--- src/rtl/uart_rx_ovs.sv ---
// Oversampling UART receiver: 3-sample majority vote per bit, runtime frame format,
// valid/ready word output with parity/framing errors, overrun and break detection.
module uart_rx_ovs #(
    parameter int unsigned DATA_MAX = 9,
    parameter int unsigned OVS      = 16,
    parameter int unsigned DIV_W    = 16
) (
    input  logic                clk,
    input  logic                rst,
    input  logic [DIV_W-1:0]    cfg_div,
    input  logic [3:0]          cfg_data_bits,
    input  logic [1:0]          cfg_parity,
    input  logic [1:0]          cfg_stop_bits,
    input  logic                uart_rx,
    output logic [DATA_MAX-1:0] rx_data,
    output logic                rx_valid,
    input  logic                rx_ready,
    output logic                parity_err,
    output logic                frame_err,
    output logic                overrun,
    output logic                break_det
);
    localparam int unsigned OS_W = $clog2(OVS);
    localparam logic [OS_W-1:0] SMP0     = OS_W'(OVS/2 - 1);
    localparam logic [OS_W-1:0] SMP1     = OS_W'(OVS/2);
    localparam logic [OS_W-1:0] VOTE     = OS_W'(OVS/2 + 1);
    localparam logic [OS_W-1:0] OS_LAST  = OS_W'(OVS - 1);
    localparam logic [OS_W-1:0] HALF_END = OS_W'((OVS/2 + 1 + OVS/2) % OVS);

    localparam logic [1:0] STOP1     = 2'd0;
    localparam logic [1:0] STOP2     = 2'd1;
    localparam logic [1:0] STOP_HALF = 2'd2;

    typedef enum logic [2:0] {
        S_IDLE,
        S_START,
        S_DATA,
        S_PARITY,
        S_STOP,
        S_BREAK
    } state_t;

    state_t              state;
    logic                sync1;
    logic                rxs;
    logic                rxs_prev;
    logic [DIV_W-1:0]    div_cnt;
    logic [OS_W-1:0]     os_cnt;
    logic [1:0]          smp;
    logic [3:0]          bit_idx;
    logic [3:0]          n_last;
    logic                par_en;
    logic                par_odd;
    logic [1:0]          stop_mode;
    logic [1:0]          stop_phase;
    logic [DATA_MAX-1:0] shreg;
    logic                par_bit;
    logic                f_perr;
    logic                f_ferr;
    logic                done;

    logic                tick_c;
    logic                vote_c;
    logic                maj_c;
    logic                brk_c;
    logic [3:0]          n_last_c;

    // Two-flop synchroniser plus previous-value register for start-edge detection
    always_ff @(posedge clk) begin
        if (rst) begin
            sync1    <= 1'b1;
            rxs      <= 1'b1;
            rxs_prev <= 1'b1;
        end else begin
            sync1    <= uart_rx;
            rxs      <= sync1;
            rxs_prev <= rxs;
        end
    end

    assign tick_c = (state != S_IDLE) && (state != S_BREAK) && (div_cnt >= cfg_div);
    assign vote_c = tick_c && (os_cnt == VOTE);
    assign maj_c  = (smp[0] & smp[1]) | (smp[0] & rxs) | (smp[1] & rxs);
    assign brk_c  = (shreg == '0) && !(par_en && par_bit) && !maj_c;

    // Index of the last data bit, with the requested width clamped to 5..DATA_MAX
    always_comb begin
        n_last_c = cfg_data_bits - 4'd1;
        if (cfg_data_bits < 4'd5) begin
            n_last_c = 4'd4;
        end else if (32'(cfg_data_bits) > DATA_MAX) begin
            n_last_c = 4'(DATA_MAX - 1);
        end
    end

    always_ff @(posedge clk) begin
        if (rst) begin
            state      <= S_IDLE;
            div_cnt    <= '0;
            os_cnt     <= '0;
            smp        <= '0;
            bit_idx    <= '0;
            n_last     <= '0;
            par_en     <= 1'b0;
            par_odd    <= 1'b0;
            stop_mode  <= '0;
            stop_phase <= STOP1;
            shreg      <= '0;
            par_bit    <= 1'b0;
            f_perr     <= 1'b0;
            f_ferr     <= 1'b0;
            done       <= 1'b0;
            break_det  <= 1'b0;
        end else begin
            done      <= 1'b0;
            break_det <= 1'b0;

            if ((state == S_IDLE) || (state == S_BREAK) || tick_c) begin
                div_cnt <= '0;
            end else begin
                div_cnt <= div_cnt + DIV_W'(1);
            end

            if (tick_c) begin
                os_cnt <= (os_cnt == OS_LAST) ? '0 : os_cnt + OS_W'(1);
                if (os_cnt == SMP0) smp[0] <= rxs;
                if (os_cnt == SMP1) smp[1] <= rxs;
            end

            case (state)
                S_IDLE: begin
                    if (rxs_prev && !rxs) begin
                        state     <= S_START;
                        os_cnt    <= '0;
                        n_last    <= n_last_c;
                        par_en    <= cfg_parity[0];
                        par_odd   <= cfg_parity[1];
                        stop_mode <= cfg_stop_bits;
                    end
                end
                S_START: begin
                    if (vote_c) begin
                        if (maj_c) begin
                            state <= S_IDLE;
                        end else begin
                            state   <= S_DATA;
                            bit_idx <= '0;
                            shreg   <= '0;
                            par_bit <= 1'b0;
                            f_perr  <= 1'b0;
                            f_ferr  <= 1'b0;
                        end
                    end
                end
                S_DATA: begin
                    if (vote_c) begin
                        shreg <= shreg | (DATA_MAX'(maj_c) << bit_idx);
                        if (bit_idx == n_last) begin
                            state      <= par_en ? S_PARITY : S_STOP;
                            stop_phase <= STOP1;
                        end else begin
                            bit_idx <= bit_idx + 4'd1;
                        end
                    end
                end
                S_PARITY: begin
                    if (vote_c) begin
                        par_bit    <= maj_c;
                        f_perr     <= (^shreg) ^ maj_c ^ par_odd;
                        state      <= S_STOP;
                        stop_phase <= STOP1;
                    end
                end
                S_STOP: begin
                    case (stop_phase)
                        STOP1: begin
                            if (vote_c) begin
                                if (brk_c) begin
                                    break_det <= 1'b1;
                                    state     <= S_BREAK;
                                end else begin
                                    f_ferr <= !maj_c;
                                    if (stop_mode == 2'd0) begin
                                        done  <= 1'b1;
                                        state <= S_IDLE;
                                    end else if (stop_mode == 2'd1) begin
                                        stop_phase <= STOP_HALF;
                                    end else begin
                                        stop_phase <= STOP2;
                                    end
                                end
                            end
                        end
                        STOP2: begin
                            if (vote_c) begin
                                f_ferr <= f_ferr | !maj_c;
                                done   <= 1'b1;
                                state  <= S_IDLE;
                            end
                        end
                        default: begin
                            // Half stop bit is timed only, never sampled
                            if (tick_c && (os_cnt == HALF_END)) begin
                                done  <= 1'b1;
                                state <= S_IDLE;
                            end
                        end
                    endcase
                end
                S_BREAK: begin
                    if (rxs) state <= S_IDLE;
                end
                default: state <= S_IDLE;
            endcase
        end
    end

    // Output word register with valid/ready handshake and overrun drop
    always_ff @(posedge clk) begin
        if (rst) begin
            rx_data    <= '0;
            rx_valid   <= 1'b0;
            parity_err <= 1'b0;
            frame_err  <= 1'b0;
            overrun    <= 1'b0;
        end else begin
            overrun <= 1'b0;
            if (done) begin
                if (rx_valid && !rx_ready) begin
                    overrun <= 1'b1;
                end else begin
                    rx_data    <= shreg;
                    parity_err <= f_perr;
                    frame_err  <= f_ferr;
                    rx_valid   <= 1'b1;
                end
            end else if (rx_valid && rx_ready) begin
                rx_valid <= 1'b0;
            end
        end
    end

endmodule

--- config.mk ---
export PLATFORM = sky130hd
export DESIGN_NAME = uart_rx_ovs
export DESIGN_NICKNAME = d
export VERILOG_FILES = /design/src/rtl/uart_rx_ovs.sv
export SDC_FILE = /design/constraint.sdc
export NUM_CORES = 1
export LEC_CHECK = 0
export ABC_AREA = 1
export CORE_ASPECT_RATIO = 1.2
export CORE_MARGIN = 2
export CORE_UTILIZATION = 56
export CTS_CLUSTER_DIAMETER = 120
export CTS_CLUSTER_SIZE = 30
export DETAILED_ROUTE_END_ITERATION = 16
export GPL_ROUTABILITY_DRIVEN = 1
export PLACE_DENSITY = 0.8
export SLEW_MARGIN = 10
export SYNTH_ARGS = -nofsm -noshare
export SYNTH_HDL_FRONTEND = slang
export SYNTH_SLANG_ARGS = --single-unit
export TNS_END_PERCENT = 10
--- constraint.sdc ---
create_clock -name clk -period 2.4 [get_ports clk]
set_clock_uncertainty 0.1 [all_clocks]
set_input_delay 0.24 -clock clk [delete_from_list [all_inputs] [get_ports clk]]
set_output_delay 0.24 -clock clk [all_outputs]
set_load 0.02 [all_outputs]
==> results by group <==
Route
  – Pre-antenna DRT Iters: 4
  – DRT Wirelength: 7.76 mm
  – Via count: 3421
  – Residual DRC: 0
  – Antenna Nets Post-Route: 0
  – Iter 0 DRT Violations: 175
  – Routed WL per cell: 11.6 um
  – Vias/cell: 5.12

Synthesis
  – Adder-Cell Fraction of Synth Area: 0.0906
  – Post-synth top cells: 98 x nand2_1, 78 x inv_1, 71 x nor2_1
  – Post-synthesis register bit count: 69
  – XOR/XNOR Fraction of Synth Area: 0.0423
  – Synth async-reset ratio: 0
  – Syn Area/Cell: 7.10 sq um
  – Largest area contributor in the netlist: dfxtp_1
  – Mux cell area share after synthesis: 0
  – Syn_nets: 580
  – Sequential-to-total area share from yosys stat: 0.370
  – Simple-Gate Fraction of Synth Area: 0.275
  – Share of the synthesized area in the top cell type: 0.370
  – Synth warnings: 0
  – Combinational family with the most area after synthesis: simple AND/OR/NAND/NOR gates
  – EDFF count, synth: 0
  – Unique masters post-synth: 36
  – Syn Inst Count: 525
  – Compound-Gate Fraction of Synth Area: 0.127
  – Area of the mapped netlist: 0.00373 sq mm
  – Top FF cell, synth: dfxtp_1
  – Most common cell in the netlist: nand2_1
  – Synth area leaders: dfxtp_1 37%, nand2_1 9.9%, ha_1 9.1%

Cells and area
  – Number of fill cells: 543
  – Fin util: 0.694
  – Multi-input logic area: 0.00199 sq mm
  – Final nets: 633
  – Ant diodes: 0
  – Area growth syn-to-layout: 20.0%
  – Share of layout cells above drive strength 1: 0.0806
  – Register area: 0.00138 sq mm

CTS
  – Clock slew seen by the registers of the worst setup and hold paths: 0.07 ns
  – Root Buffer: clkbuf_8
  – Postcts setup bufs: 0
  – TritonCTS clock tree: done
  – Worst-Skew Late Latency: 0.35 ns
  – H-tree depth: 3
  – CTS buffer count: 9
  – Max Root-Sink Buffers: 2
  – Cts hold-fix bufs: 0
  – CTS resizes: 0
  – Clk sink count: 69

GRT
  – Initial antenna violation count: 0
  – First-pass GRT wire length: 13.0 mm
  – GR Overflow Total: 0
  – Vias in the first global route: 3249
  – GRT Util Overall: 0.219
  – Maximum number of pins on one net before global-route repair: 22

Critical path
  – Cell family with most CP delay: simple AND/OR/NAND/NOR gates
  – WS Path Type: in2reg
  – Worst EP arrival: 2.27 ns
  – Crit end category: register
  – Worst setup SP type: input port
  – Slowest CP cell: clkdlybuf4s50_1
  – CP Max Fanout: 10
  – Worst-path cell chain: clkdlybuf4s50_1 > inv_1 > ha_1 > a21oi_1 > o21ai_0 > a21oi_1 > nand2_2 > nand3_4 > o21ai_1 > nand3_1 > nand2_1 > nand2_1 > nor2_1
  – CP bufs+invs: 2
  – Worst path max stage delay: 0.46 ns
  – Required time worst endpoint: 2.54 ns

Placed design
  – DP Wirelength: 5.95 mm
  – PortBufs: 41
  – Gpl congestion: 0.841

Pwr
  – Leakage: 1.91 nW
  – Final Power: 2.98 mW
  – Pwr dens: 665 mW/mm^2
  – VDD IR max: 601 uV

Die
  – Die height: 93.4 um
  – Core ar.: 0.00645 sq mm
  – IO Pins: 42
  – Initial Utilization: 0.579
  – Die X: 78.5 um
  – Die area: 0.00733 sq mm
  – Site Rows: 32

STA
  – Final hold vios: 0
  – Tightest Pin Transition: 0.411 ns
  – Final Max Slew Viols: 0
  – Max-slew headroom: 0.725
  – Min Tclk post-route: 2.13 ns
  – Final period util: 0.887
  – RSZ-0062 raised after global routing: no
  – Final setup vio count: 0
  – Fmax: 0.470 GHz

Min path
  – Hold crit path type: reg2reg

Run status
  – Status: finished clean

Run
  – Max-Cap Viols: 0
==> flip-flops by register name, indices dropped and copies added (netlist names), 2 cells and up <==
signal      cells
bit_idx         4
div_cnt        16
n_last          4
os_cnt          4
rx_data         9
shreg           9
smp             2
state           3
stop_mode       2
stop_phase      2
==> kinds of logic (layout without fill, tap and decap cells) <==
| family | Yosys count | in the layout |
|---|---|---|
| xor+xnor | 18 | 18 |
| compound gates | 87 | 87 |
| buf+inv | 93 | 151 |
| fa+ha+maj | 27 | 27 |
| flops | 69 | 69 |
| simple gates | 231 | 231 |
==> cell type report <==
| class | instances | area share |
|---|---|---|
| repair buffers | 51 | 0.109 |
| multi-input cells | 363 | 0.446 |
| flip-flops and latches | 69 | 0.309 |
| well taps | 85 | 0.0238 |
| clock buffers | 10 | 0.0285 |
| clock inverters | 6 | 0.0143 |
| inverters | 84 | 0.0705 |
==> layer usage <==
layer | track usage | vias up | part of all wire
met1 | 0.231 | 1543 | 0.42
met2 | 0.415 | 70 | 0.52
met3 | 0.0512 | 15 | 0.041
li1 | - | 1793 | -
met5 | 0 | - | 0
met4 | 0.0819 | 0 | 0.018
==> worst register-to-register path, delay by kind of cell, from the launching register on <==
family	cells	cell delay [ns]
fa+ha+maj	1	0.27
simple gates	6	0.63
flops	1	0.39
compound gates	4	0.60
==> layout by cell type (no fill, tap or decap), drive strengths merged, types with 3 or more instances in the layout <==
master / count
dfxtp: 69
xor2: 8
a21oi: 46
nand3: 22
o21ai: 34
clkdlybuf4s50: 41
nand4: 10
nand2: 99
xnor2: 10
nor2: 73
clkbuf: 10
ha: 27
clkinv: 3
nor3b: 4
nor3: 14
or2: 3
inv: 84
buf: 10
==> stage by stage <==
stage	setup WS (ns)	TNS, ns	instances	hold slack, ns	area [sq um]
finish	0.272	0	668	0.310	4470
global route	0.0925	0	668	0.333	4470
CTS	0.279	0	668	0.313	4470
detailed placement	-0.0679	-0.334	652	0.298	4280
global placement	-0.00630	-0.00741	652	0.293	4280
floorplan	0.534	0	525	0.244	3730
==> final timing paths <==
check	endpoint	depth (start not counted)	startpoint	slack (ns)
setup / recovery	state[1]	13	cfg_div[15]	0.27
hold / removal	rxs	1	sync1	0.31
setup reg to reg	state[1]	11	div_cnt[13]	0.32
hold reg to reg	rxs	1	sync1	0.31
==> report_power, final <==
part | internal [mW] | leakage (nW) | switching (mW)
Clock | 0.478 | 0.0923 | 0.453
Combinational | 0.292 | 1.26 | 0.454
Sequential | 1.21 | 0.558 | 0.0849
(Power assumes the default switching activity.)
